### src/rtl/rotary_pkg.sv
// Shared definitions for the rotary encoder decoder: idle input level,
// quadrature code points and detent-tracking FSM state encoding.
package rotary_pkg;

  // Encoder channels and push switch rest high through pull-ups.
  localparam logic IDLE_LEVEL = 1'b1;

  // Stable {A,B} code points of one quadrature cycle.
  localparam logic [1:0] AB_11 = 2'b11;
  localparam logic [1:0] AB_01 = 2'b01;
  localparam logic [1:0] AB_00 = 2'b00;
  localparam logic [1:0] AB_10 = 2'b10;

  typedef enum logic [2:0] {
    ST_IDLE = 3'd0,
    ST_CW1  = 3'd1,
    ST_CW2  = 3'd2,
    ST_CW3  = 3'd3,
    ST_CCW1 = 3'd4,
    ST_CCW2 = 3'd5,
    ST_CCW3 = 3'd6
  } rot_state_e;

endpackage

### src/rtl/debouncer.sv
// Two-flop synchronizer followed by a consecutive-cycle debouncer for one
// asynchronous input; the debounced level only moves after a stable run.
module debouncer
  import rotary_pkg::*;
#(
  parameter int unsigned DEBOUNCE_CYCLES = 40000,
  parameter logic        RESET_VAL       = IDLE_LEVEL
) (
  input  logic clk,
  input  logic res,
  input  logic din,
  output logic dout
);

  localparam int unsigned CNT_W = $clog2(DEBOUNCE_CYCLES + 1);
  localparam logic [CNT_W-1:0] CNT_LAST = CNT_W'(DEBOUNCE_CYCLES - 1);

  logic [1:0]       sync_q, sync_d;
  logic             stable_q, stable_d;
  logic [CNT_W-1:0] cnt_q, cnt_d;

  // Count consecutive disagreeing cycles; accept the new level on the last one.
  always_comb begin
    sync_d   = {sync_q[0], din};
    stable_d = stable_q;
    cnt_d    = '0;
    if (sync_q[1] != stable_q) begin
      if (cnt_q == CNT_LAST) begin
        stable_d = sync_q[1];
      end else begin
        cnt_d = cnt_q + CNT_W'(1);
      end
    end
  end

  always_ff @(posedge clk) begin
    if (res) begin
      sync_q   <= {2{RESET_VAL}};
      stable_q <= RESET_VAL;
      cnt_q    <= '0;
    end else begin
      sync_q   <= sync_d;
      stable_q <= stable_d;
      cnt_q    <= cnt_d;
    end
  end

  assign dout = stable_q;

endmodule

### src/rtl/rotary_decoder.sv
// Rotary encoder front end: debounces A, B and the push switch, then turns
// full quadrature detents into rot_up/rot_dn pulses and presses into push.
module rotary_decoder
  import rotary_pkg::*;
#(
  parameter int unsigned DEBOUNCE_CYCLES = 40000
) (
  input  logic clk,
  input  logic res,
  input  logic enc_a,
  input  logic enc_b,
  input  logic enc_sw,
  output logic rot_up,
  output logic rot_dn,
  output logic push
);

  logic       a_stable, b_stable, sw_stable;
  logic [1:0] ab;

  debouncer #(.DEBOUNCE_CYCLES(DEBOUNCE_CYCLES), .RESET_VAL(IDLE_LEVEL)) u_deb_a (
    .clk (clk),
    .res (res),
    .din (enc_a),
    .dout(a_stable)
  );

  debouncer #(.DEBOUNCE_CYCLES(DEBOUNCE_CYCLES), .RESET_VAL(IDLE_LEVEL)) u_deb_b (
    .clk (clk),
    .res (res),
    .din (enc_b),
    .dout(b_stable)
  );

  debouncer #(.DEBOUNCE_CYCLES(DEBOUNCE_CYCLES), .RESET_VAL(IDLE_LEVEL)) u_deb_sw (
    .clk (clk),
    .res (res),
    .din (enc_sw),
    .dout(sw_stable)
  );

  assign ab = {a_stable, b_stable};

  rot_state_e state_q, state_d;
  logic       rot_up_q, rot_up_d;
  logic       rot_dn_q, rot_dn_d;
  logic       push_q, push_d;
  logic       sw_prev_q, sw_prev_d;

  // Detent tracker: a pulse fires only when a full cycle returns to 11.
  always_comb begin
    state_d  = state_q;
    rot_up_d = 1'b0;
    rot_dn_d = 1'b0;
    unique case (state_q)
      ST_IDLE: begin
        if (ab == AB_01) begin
          state_d = ST_CW1;
        end else if (ab == AB_10) begin
          state_d = ST_CCW1;
        end
      end
      ST_CW1: begin
        case (ab)
          AB_00:   state_d = ST_CW2;
          AB_11:   state_d = ST_IDLE;
          AB_10:   state_d = ST_IDLE;
          default: state_d = ST_CW1;
        endcase
      end
      ST_CW2: begin
        case (ab)
          AB_10:   state_d = ST_CW3;
          AB_01:   state_d = ST_CW1;
          AB_11:   state_d = ST_IDLE;
          default: state_d = ST_CW2;
        endcase
      end
      ST_CW3: begin
        case (ab)
          AB_11: begin
            state_d  = ST_IDLE;
            rot_up_d = 1'b1;
          end
          AB_00:   state_d = ST_CW2;
          AB_01:   state_d = ST_IDLE;
          default: state_d = ST_CW3;
        endcase
      end
      ST_CCW1: begin
        case (ab)
          AB_00:   state_d = ST_CCW2;
          AB_11:   state_d = ST_IDLE;
          AB_01:   state_d = ST_IDLE;
          default: state_d = ST_CCW1;
        endcase
      end
      ST_CCW2: begin
        case (ab)
          AB_01:   state_d = ST_CCW3;
          AB_10:   state_d = ST_CCW1;
          AB_11:   state_d = ST_IDLE;
          default: state_d = ST_CCW2;
        endcase
      end
      ST_CCW3: begin
        case (ab)
          AB_11: begin
            state_d  = ST_IDLE;
            rot_dn_d = 1'b1;
          end
          AB_00:   state_d = ST_CCW2;
          AB_10:   state_d = ST_IDLE;
          default: state_d = ST_CCW3;
        endcase
      end
      default: state_d = ST_IDLE;
    endcase
  end

  // Press edge: debounced switch falling from released to pressed.
  always_comb begin
    sw_prev_d = sw_stable;
    push_d    = sw_prev_q & ~sw_stable;
  end

  always_ff @(posedge clk) begin
    if (res) begin
      state_q   <= ST_IDLE;
      rot_up_q  <= 1'b0;
      rot_dn_q  <= 1'b0;
      push_q    <= 1'b0;
      sw_prev_q <= IDLE_LEVEL;
    end else begin
      state_q   <= state_d;
      rot_up_q  <= rot_up_d;
      rot_dn_q  <= rot_dn_d;
      push_q    <= push_d;
      sw_prev_q <= sw_prev_d;
    end
  end

  assign rot_up = rot_up_q;
  assign rot_dn = rot_dn_q;
  assign push   = push_q;

endmodule

### config.mk
export PLATFORM = sky130hd
export DESIGN_NAME = rotary_decoder
export DESIGN_NICKNAME = d
export VERILOG_FILES = /design/src/rtl/rotary_pkg.sv /design/src/rtl/debouncer.sv /design/src/rtl/rotary_decoder.sv
export SDC_FILE = /design/constraint.sdc
export NUM_CORES = 1
export LEC_CHECK = 0
export ABC_AREA = 1
export CORE_MARGIN = 1
export CORE_UTILIZATION = 25
export DETAILED_ROUTE_END_ITERATION = 10
export MAX_ROUTING_LAYER = met4
export SYNTH_ARGS = -nofsm -noshare
export SYNTH_HDL_FRONTEND = slang
export SYNTH_SLANG_ARGS = --single-unit
### constraint.sdc
create_clock -name clk -period 2.14 [get_ports clk]
set_clock_uncertainty 0.2 [all_clocks]
set_input_delay 0.428 -clock clk [delete_from_list [all_inputs] [get_ports clk]]
set_output_delay 0.428 -clock clk [all_outputs]
set_load 0.005 [all_outputs]
---- Yosys cells after proc, flatten, opt, wreduce, memory -nomap -nowiden ----
Index checks and enable logic that the tools add are counted.
word-level totals
  word-level logic and storage cells ...... 62
  register bits after elaboration ......... 64
  input port bits ......................... 5
  output and inout port bits .............. 3
cells by class
  muxes and demuxes ....................... 10
  reduce and logical (&&, ||, !) cells .... 12
  add/subtract/negate cells ............... 3
  equal/unequal tests ..................... 16
  bitwise logic cells ..................... 7
operators by type and width
  operator                 number
  $add A16 B1 Y16 const B  3
  $eq A16 B16 Y1 const B   3
  $pmux W3 S7              1
  $pmux W3 S2              2
  $eq A3 B3 Y1 const B     3
  $pmux W3 S3              1
  $reduce_or A3 Y1         3
  $pmux W2 S2              2
  $reduce_or A2 Y1         4
  $eq A3 B2 Y1 const B     2
  $mux W3                  2
  $not A1 Y1               6
  $pmux W2 S3              1
  $reduce_and A2 Y1        3
  $eq A2 B2 Y1 const B     2
  $eq A3 B1 Y1 const B     1
  $logic_not A3 Y1         1
  $ne A1 B1 Y1             3
  $ne A3 B3 Y1 const B     1
  $eq A2 B1 Y1 const B     1
  $logic_not A2 Y1         1
  $and A1 B1 Y1            1
  $mux W1                  1

---- Logic depth before layout (Yosys ltp) ----
Gate-level depths: netlist of run 1.
  depth in word-level cells ............... 4
  mapped depth ............................ 10
  mapped depth without buffers ............ 10

---- Cells and area by module ----
A second synthesis of run 1 with hierarchy kept.
unflattened totals
  cells, all modules ...................... 479
  area, all modules ....................... 3,333.2 um^2
by module, submodules not included
  module          instances  cells an instance  area each (um^2)  seq. area each (um^2)
  debouncer       3          135                928.4             380.4
  rotary_decoder  1          74                 548.0             140.1

---- Worst setup path after synthesis of run 1 ----
No wires, ideal clock.
  path type ............................... register to register
  start point ............................. register u_deb_a.cnt_q[0]
  end point ............................... register u_deb_a.cnt_q[10]
  library setup time ...................... 114 ps
  slack ................................... 626 ps
  data arrival time ....................... 1,200 ps
  stages on the path, launching flop included .. 8
  buffers on the path ..................... 1
  required time ........................... 1,826 ps
  clock period less this slack ............ 1,514 ps
  cells stage by stage .................... dfxtp_1 ha_1 nand2_1 nor3_2 nand2_1 nand2_2 buf_6 nor2_1
on the way
  cells in the longest elaborated chain, start to end .. 2
  elaborated cells on any way between the ends .. 3
  those cells by class .................... add/sub (1); eq/ne (1); reduce/logical (1)
RTL lines
  what                                                     line             RTL
  from (decl)                                              debouncer.sv:20  logic [CNT_W-1:0] cnt_q, cnt_d;
  from (signal assigned)                                   debouncer.sv:44  cnt_q <= cnt_d;
  branches (longest 2 deep; another with $add A16 B1 Y16)  n/a
Parallel ways; which one is timed is not known.
A chain may end at the register's enable or synchronous reset.

---- Worst setup path in the final report of run 1 ----
  start point ............................. register push_q, in the netlist push
  end point ............................... output push
RTL lines
  what                    line                   RTL
  from (decl)             rotary_decoder.sv:47   logic push_q, push_d;
  from (signal assigned)  rotary_decoder.sv:138  push_q <= push_d;
  to (decl)               rotary_decoder.sv:15   output logic push
No word-level cell between the ends.

==> metrics.md, run 1 <==
| Metric | Value |
|---|---|
| Status | `finished, final reports clean` |
| WL/cell | `9.212 um` |
| CTS buffer count | `9` |
| Hold Buf Count CTS | `0` |
| Clk_lat worst skew | `0.32 ns` |
| Residual DRC count | `0` |
| CP Data Required Time | `between 1.5 and 2 ns` |
| Post-route cell area | `between 3000 and 4000 sq um` |
| Post_cts resized | `0` |
| GP Congestion | `around 0.80` |
| Setup total negative slack | `0 ns` |
| Fin crit share | `0.8372` |
| Gr ovfl total | `0` |
| Largest net degree at the start of global routing | `17` |
| Port Buffers | `7` |
| Io pins | `8` |
| Crit-path cells | `clkdlybuf4s50_1` |
| Worst reg2reg setup slack | `around 0.47 ns` |
| FF-to-FF Start | `u_deb_a.cnt_q[0]$_SDFF_PP0_` |
| P per Cell Area | `729.7 nW/um^2` |
| Worst-path fanout max | `1` |
| Leading post-synthesis cells by cell area | `dfxtp_1, nand2_1, nor2_1` |
| Sink Count | `64` |
| # rows | `40` |
| Vias/cell | `4.227` |
| Vias in the first global route | `2,450` |
| Seq/Total Area, Yosys | `0.4019` |
| Count of final setup violators | `0` |
| Area post-placement | `3450 sq um` |
| Yosys reg bits | `64` |
| Full die area | `13,210 sq um` |
| Die Y | `roughly 110 um` |
| Mapped cell area | `3188 sq um` |
| Crit end category | `output port` |
| Relative slew slack | `0.7430` |
| Max IR drop VDD | `0.5658 mV` |
| R2R depth | `6` |
| Ys Warns | `0` |
| First-pass GRT wire length | `10,470 um` |
| Stages on the worst setup path | `1` |
| Final Hold Vio Count | `0` |
| Reg clk slew, reported paths | `0.06 ns` |
| Post-Place Worst Slack | `0.2003 ns` |
| Final WS setup | `0.3484 ns` |
| Synth area leader | `dfxtp_1` |
| Fmax | `558.2 MHz` |
| Worst path max stage delay | `0.51 ns` |
| HP Class | `reg2reg` |
| Width of the die | `114.9 um` |
| Crit path max-delay cell type | `clkdlybuf4s50_1` |
| Syn-to-layout area delta | `17.94%` |
| Reg-to-reg endpoint | `u_deb_a.cnt_q[12]$_SDFF_PP0_` |
| CTS H-Tree Depth | `3` |
| CTS tree | `done` |
| Initial Util | `0.2611` |
| Worst path arrival time | `1.16 ns` |
| Via count | `2,752` |
| TritonRoute pass-1 iters | `4` |
| Mapped Avg Cell Area | `6.886 sq um` |
| Distinct cell type count of the synthesized netlist | `28` |
| CP Launch Point | `push$_SDFF_PP0_` |
| N_diodes | `0` |
| Total GRT Usage | `0.1018` |
| Worst Setup EP | `push` |
| Routed WL | `about 6000 um` |
| Post-DRT Antenna Nets | `0` |
| Clock tree buffer depth | `2` |
| Iteration-0 DRC Markers | `89` |
| Core area | `12,210 sq um` |
| CTS Root Cell | `clkbuf_16` |
| Max-cap viol count | `0` |
| Top cell type's share of synthesized area | `0.4019` |
| Syn nets | `about 480` |
| Final min period | `1.792 ns` |
| Setup CP Type | `reg2out` |
| Post-Synthesis Cells | `463` |
| Placed cells | `636` |
| WP buf/inv | `1` |
| Tightest Pin Transition | `0.3825 ns` |
| Post-CTS Repair Setup Buffers | `0` |
| Initial antenna violation count | `0` |
| Post-route insts no fill | `651` |
| RSZ-0062 raised after global routing | `false` |
| Setup crit start kind | `flip-flop` |
| Fraction of layout cells with a size suffix above 1 | `0.07453` |
| Crit path max-delay family | `buffers and inverters` |
| Fin nets | `492` |
| P_leak | `0.001466 uW` |
| HPWL Detailed | `~4500 um` |
| Fin. max-slew vios | `0` |
[Yosys cell counts]
master / number
nand3_1: 43
clkbuf_1: 1
a21oi_1: 15
nand4_1: 14
or2_2: 8
nor2_1: 89
dfxtp_1: 64
nand3_2: 1
inv_1: 63
o21bai_1: 2
xor2_1: 10
o211ai_1: 1
nor3_1: 5
nand3b_1: 1
nor2_4: 3
buf_4: 1
inv_2: 1
nor2_2: 1
nand2_2: 3
nor3_2: 1
or2_0: 2
buf_6: 2
nand2_1: 107
ha_1: 8
o21ai_0: 3
xnor2_1: 11
nand2_4: 1
o22ai_1: 2
[per-layer routing]
| metal | routed length [um] | global-route usage | share of wire |
|---|---|---|---|
| met1 | 2853 | 0.1160 | 0.48 |
| met5 | 0 | - | 0 |
| met4 | 74 | 0.03030 | 0.012 |
| met3 | 225 | 0.03532 | 0.038 |
| met2 | 2844 | 0.1679 | 0.47 |
[how the worst min path moves through the flow]
stage,from,end,slack [ns],cells after the start
6_report,u_deb_a.sync_q[0]$_SDFF_PP1_,u_deb_a.sync_q[1]$_SDFF_PP1_,0.21,1
5_1_grt,u_deb_a.sync_q[0]$_SDFF_PP1_,u_deb_a.sync_q[1]$_SDFF_PP1_,0.22,1
4_1_cts,u_deb_b.sync_q[0]$_SDFF_PP1_,u_deb_b.sync_q[1]$_SDFF_PP1_,0.21,1
3_5_place_dp,u_deb_b.sync_q[0]$_SDFF_PP1_,u_deb_b.sync_q[1]$_SDFF_PP1_,0.20,1
3_3_place_gp,u_deb_b.sync_q[0]$_SDFF_PP1_,u_deb_b.sync_q[1]$_SDFF_PP1_,0.19,1
2_1_floorplan,u_deb_a.sync_q[0]$_SDFF_PP1_,u_deb_a.sync_q[1]$_SDFF_PP1_,0.19,1
[cells by family after synthesis]
logic type,Yosys count,share of synthesized area
xor+xnor,21,0.05769
buf+inv,68,0.08595
compound gates,23,0.03924
simple gates,279,0.3838
fa+ha+maj,8,0.03140
flops,64,0.4019
[placed cells by master, fill, tap and decap left out]
master / synthesis / layout
inv_1: 63 / 63
clkinvlp_4: 0 / 2
xnor2_1: 11 / 11
o21ai_0: 3 / 3
nand3_2: 1 / 1
nor3_2: 1 / 1
nor2_2: 1 / 1
nand2_4: 1 / 1
clkbuf_16: 0 / 9
nand2_2: 3 / 3
clkinv_2: 0 / 2
xor2_1: 10 / 10
nor3_1: 5 / 5
dfxtp_1: 64 / 64
nand2_1: 107 / 107
nor2_4: 3 / 3
buf_4: 1 / 2
inv_2: 1 / 1
or2_0: 2 / 2
o211ai_1: 1 / 1
o21bai_1: 2 / 2
nand3_1: 43 / 43
o22ai_1: 2 / 2
nand3b_1: 1 / 1
clkdlybuf4s50_1: 0 / 7
a21oi_1: 15 / 15
ha_1: 8 / 8
or2_2: 8 / 8
bufinv_16: 0 / 2
nor2_1: 89 / 89
nand4_1: 14 / 14
[state kept, by name, indices dropped and copies added, names as in the netlist]
name             count
u_deb_b.dout         1
u_deb_sw.dout        1
u_deb_a.sync_q       2
rot_up               1
u_deb_a.cnt_q       16
u_deb_b.sync_q       2
u_deb_sw.sync_q      2
u_deb_sw.cnt_q      16
state_q              3
u_deb_b.cnt_q       16
push                 1
u_deb_a.dout         1
rot_dn               1
sw_prev_q            1
[layout make-up]
class | count | area (sq um)
Clock buffer | 9 | 225.2
Clock inverter | 6 | 85.08
Fill cell | 1351 | 8452
Inverter | 64 | 240.2
Multi-Input combinational cell | 331 | 1633
Sequential cell | 64 | 1281
Tap cell | 168 | 210.2
Timing Repair Buffer | 9 | 85.08
[power breakdown]
group          switching, uW  leakage, uW  internal [uW]
sequential              3.13     0.000517           1200
combinational           16.2     0.000802           15.6
clock                    502     0.000147           1010
total                    522      0.00147           2220
[per-stage QoR]
stage	utilization	power (uW)	hold slack (ns)
floorplan	-	1247	0.1895
global placement	0.2825	1260	0.1949
detailed placement	0.2825	1261	0.1975
CTS	0.3079	2787	0.2098
global route	0.3079	2847	0.2205
finish	0.3079	2743	0.2063
No activity file was read; power rests on OpenSTA's default activity.
==> run 2, diff against run 1 <==
==> constraint.sdc (replaced) <==
create_clock -name clk -period 1.8 [get_ports clk]
set_clock_uncertainty 0.2 [all_clocks]
set_input_delay 0.36 -clock clk [delete_from_list [all_inputs] [get_ports clk]]
set_output_delay 0.36 -clock clk [all_outputs]
set_load 0.005 [all_outputs]
==> run 2 against run 1 <==
Net effect: wire length is 0.43% lower; combinational power is 54% higher; clock power is 15% higher; register-to-register slack worse by 0.31 ns; non-clock buffer count is 6 higher; sequential cell count stayed put; count of clock-buffer cells in the layout is 3 higher; via count is 1.3% lower; worst hold slack worse by 0.0031 ns; critical endpoint unchanged; largest cell class unchanged; largest power group unchanged.
==> metrics.md, run 2 (synthesis gave the netlist of run 1 again) <==
| Metric | Value |
|---|---|
| HP Class | `reg2reg (unchanged)` |
| Switch Pwr | `643.8 uW (was 521.6 uW)` |
| Width of the die | `114.9 um (unchanged)` |
| Status | `finished, final reports clean (unchanged)` |
| WP buf/inv | `1 (unchanged)` |
| Clock share of power | `0.539 (was 0.550)` |
| First-pass GRT wire length | `10,810 um (was 10,470 um)` |
| CTS buffer count | `9 (unchanged)` |
| # rows | `40 (unchanged)` |
| Post-CTS Repair Setup Buffers | `0 (unchanged)` |
| Vias/cell | `4.129 (was 4.227)` |
| Reg-to-reg endpoint | `u_deb_sw.cnt_q[14]$_SDFF_PP0_ (was u_deb_a.cnt_q[12]$_SDFF_PP0_)` |
| Post-DRT Antenna Nets | `0 (unchanged)` |
| Fmax | `around 570 MHz` |
| Vias in the first global route | `2,552 (was 2,450)` |
| HPWL Detailed | `4423 um (was 4487 um)` |
| Residual DRC count | `0 (unchanged)` |
| Reg clk slew, reported paths | `0.05 ns (was 0.06 ns)` |
| Global Route met2 Usage | `0.1679 (unchanged)` |
| Initial Util | `0.2611 (unchanged)` |
| TritonRoute pass-1 iters | `4 (unchanged)` |
| Total GRT Usage | `0.1048 (was 0.1018)` |
| Crit-path cells | `clkdlybuf4s50_1 (unchanged)` |
| Fin. max-slew vios | `0 (unchanged)` |
| Crit end category | `output port (unchanged)` |
| Switch share | `0.2007 (was 0.1901)` |
| CTS tree | `done (unchanged)` |
| Largest net degree at the start of global routing | `17 (unchanged)` |
| Setup CP Type | `reg2out (unchanged)` |
| Count of final setup violators | `0 (unchanged)` |
| Fin crit share | `0.9711` |
| Biggest regs | `u_deb_a.cnt_q: 16 flops, u_deb_b.cnt_q: 16 flops, u_deb_sw.cnt_q: 16 flops (unchanged)` |
| Initial antenna violation count | `0 (unchanged)` |
| Syn-to-layout area delta | `20.37% (was 17.94%)` |
| Max-cap viol count | `0 (unchanged)` |
| Grt met1 use | `0.1209 (was 0.1160)` |
| Fraction of layout cells with a size suffix above 1 | `0.08367 (was 0.07453)` |
| CTS H-Tree Depth | `3 (unchanged)` |
| Final min period | `1.748 ns` |
| Core area | `12,210 sq um (unchanged)` |
| WL/cell | `9.074 um (was 9.212 um)` |
| Port Buffers | `7 (unchanged)` |
| Final Hold Vio Count | `0 (unchanged)` |
| Stages on the worst setup path | `1 (unchanged)` |
| Cell-internal power | `2565 uW (was 2222 uW)` |
| Sink Count | `64 (unchanged)` |
| Met3 usage | `0.03743 (was 0.03532)` |
| FF-to-FF Start | `u_deb_sw.cnt_q[0]$_SDFF_PP0_ (was u_deb_a.cnt_q[0]$_SDFF_PP0_)` |
| Relative slew slack | `0.6833 (was 0.7430)` |
| CP Data Required Time | `1.24 ns (was 1.51 ns)` |
| P per Cell Area | `836.1 nW/um^2 (was 729.7 nW/um^2)` |
| Setup crit start kind | `flip-flop (unchanged)` |
| Fillers | `1,337 (was 1,351)` |
| Post-route insts no fill | `658 (was 651)` |
| Clock tree buffer depth | `2 (unchanged)` |
| N_diodes | `0 (unchanged)` |
| Crit path max-delay cell type | `clkdlybuf4s50_1 (unchanged)` |
| Worst path arrival time | `1.19 ns (was 1.16 ns)` |
| Iteration-0 DRC Markers | `81 (was 89)` |
| Clk_lat worst skew | `0.33 ns (was 0.32 ns)` |
| GP Congestion | `0.8716 (was 0.7995)` |
| Routed WL | `5971 um (was 5997 um)` |
| Worst path max stage delay | `0.51 ns (about the same)` |
| Die Y | `114.9 um (unchanged)` |
| Most frequent cells in the layout | `nand2_1, nor2_1, dfxtp_1, inv_1, nand3_1 (unchanged)` |
| Via count | `2,717 (was 2,752)` |
| Sequential Power Share | `0.446 (was 0.438)` |
| Worst Setup EP | `push (unchanged)` |
| Placed cells | `642 (was 636)` |
| Worst hold slack | `0.2032 ns (was 0.2063 ns)` |
| Gr ovfl total | `0 (unchanged)` |
| Fin nets | `498 (was 492)` |
| Full die area | `13,210 sq um (unchanged)` |
| RSZ-0062 raised after global routing | `false (unchanged)` |
| Worst-path fanout max | `1 (unchanged)` |
| Crit path max-delay family | `buffers and inverters (unchanged)` |
| CP Launch Point | `push$_SDFF_PP0_ (unchanged)` |
| Max IR drop VDD | `0.4581 mV (was 0.5658 mV)` |
| CTS Root Cell | `clkbuf_16 (unchanged)` |
| Io pins | `8 (unchanged)` |
| Worst reg2reg setup slack | `0.16 ns (was 0.47 ns)` |
| Commonest non-fill, non-tap cell in the layout | `nand2_1 (unchanged)` |
| Setup total negative slack | `0 ns (unchanged)` |
| Grt peak-use layer | `met2 (unchanged)` |
| Logic pwr share | `0.015 (was 0.012)` |
| P_leak | `0.001505 uW (was 0.001466 uW)` |
| R2R depth | `5 (was 6)` |
| Tightest Pin Transition | `0.4714 ns (was 0.3825 ns)` |
## run 2: cell count changes in the layout (fill, tap and decap cells not counted), moves of 2 or more
cell | previous run | this run
buf_12 | 0 | 3
buf_4 | 2 | 5
clkbuf_1 | 0 | 2
clkinv_2 | 2 | 0
## run 2: final cells by class
type | count | area (sq um) | share of cell area
Sequential cell | 64 | 1281 | 0.3339
Multi-Input combinational cell | 331 | 1638 | 0.4268
Tap cell | 168 | 210.2 | 0.05478
Clock inverter | 4 | 53.80 | 0.01402
Clock buffer | 12 | 246.5 | 0.06423
Timing Repair Buffer | 15 | 167.7 | 0.04369
Inverter | 64 | 240.2 | 0.06260
## run 2: layer usage
layer | part of all wire | wire length, um | vias to the layer above
li1 | - | - | 1494
met5 | 0 | 0 | -
met2 | 0.45 | 2705 | 39
met3 | 0.040 | 237 | 13
met1 | 0.49 | 2917 | 1171
met4 | 0.018 | 110 | 0
## run 2: power by group through the flow
stage	clock, uW	sequential (uW)	combinational (uW)
2_1_floorplan	0	1460	23.7
4_1_cts	1780	1430	49.7
3_3_place_gp	0	1460	48.1
5_1_grt	1840	1430	54.3
6_report	1730	1430	49.2
3_5_place_dp	0	1460	49.1
## run 2: repair_timing
item                       in CTS  in global routing
hold buffers                    0                  0
gates resized for setup         0                  1
setup endpoints to repair       0                  9
## run 2: how the worst min path moves through the flow
stage,from,end,cells after the start
after floorplan,u_deb_a.sync_q[0]$_SDFF_PP1_,u_deb_a.sync_q[1]$_SDFF_PP1_,1
after global placement,u_deb_b.sync_q[0]$_SDFF_PP1_,u_deb_b.sync_q[1]$_SDFF_PP1_,1
after detailed placement,u_deb_b.sync_q[0]$_SDFF_PP1_,u_deb_b.sync_q[1]$_SDFF_PP1_,1
after CTS,sw_prev_q$_SDFF_PP1_,push$_SDFF_PP0_,2
after global routing,u_deb_sw.sync_q[0]$_SDFF_PP1_,u_deb_sw.sync_q[1]$_SDFF_PP1_,1
final,sw_prev_q$_SDFF_PP1_,push$_SDFF_PP0_,2
## run 2: worst min-delay path, delay by kind of cell (launching register included)
| family | cells | cell delay (ns) |
|---|---|---|
| flops | 1 | 0.29 |
| simple gates | 1 | 0.03 |
| buf+inv | 1 | 0.04 |
## run 2: stage by stage
stage               worst slack, ns  instance area (sq um)  power, uW    util
floorplan                    0.2860                   3188       1483       -
CTS                         0.04424                   3832       3255  0.3138
global placement           -0.04922                   3532       1508  0.2892
finish                      0.05207                   3837       3208  0.3142
detailed placement         -0.07275                   3532       1509  0.2892
global route                0.02694                   3837       3319  0.3142
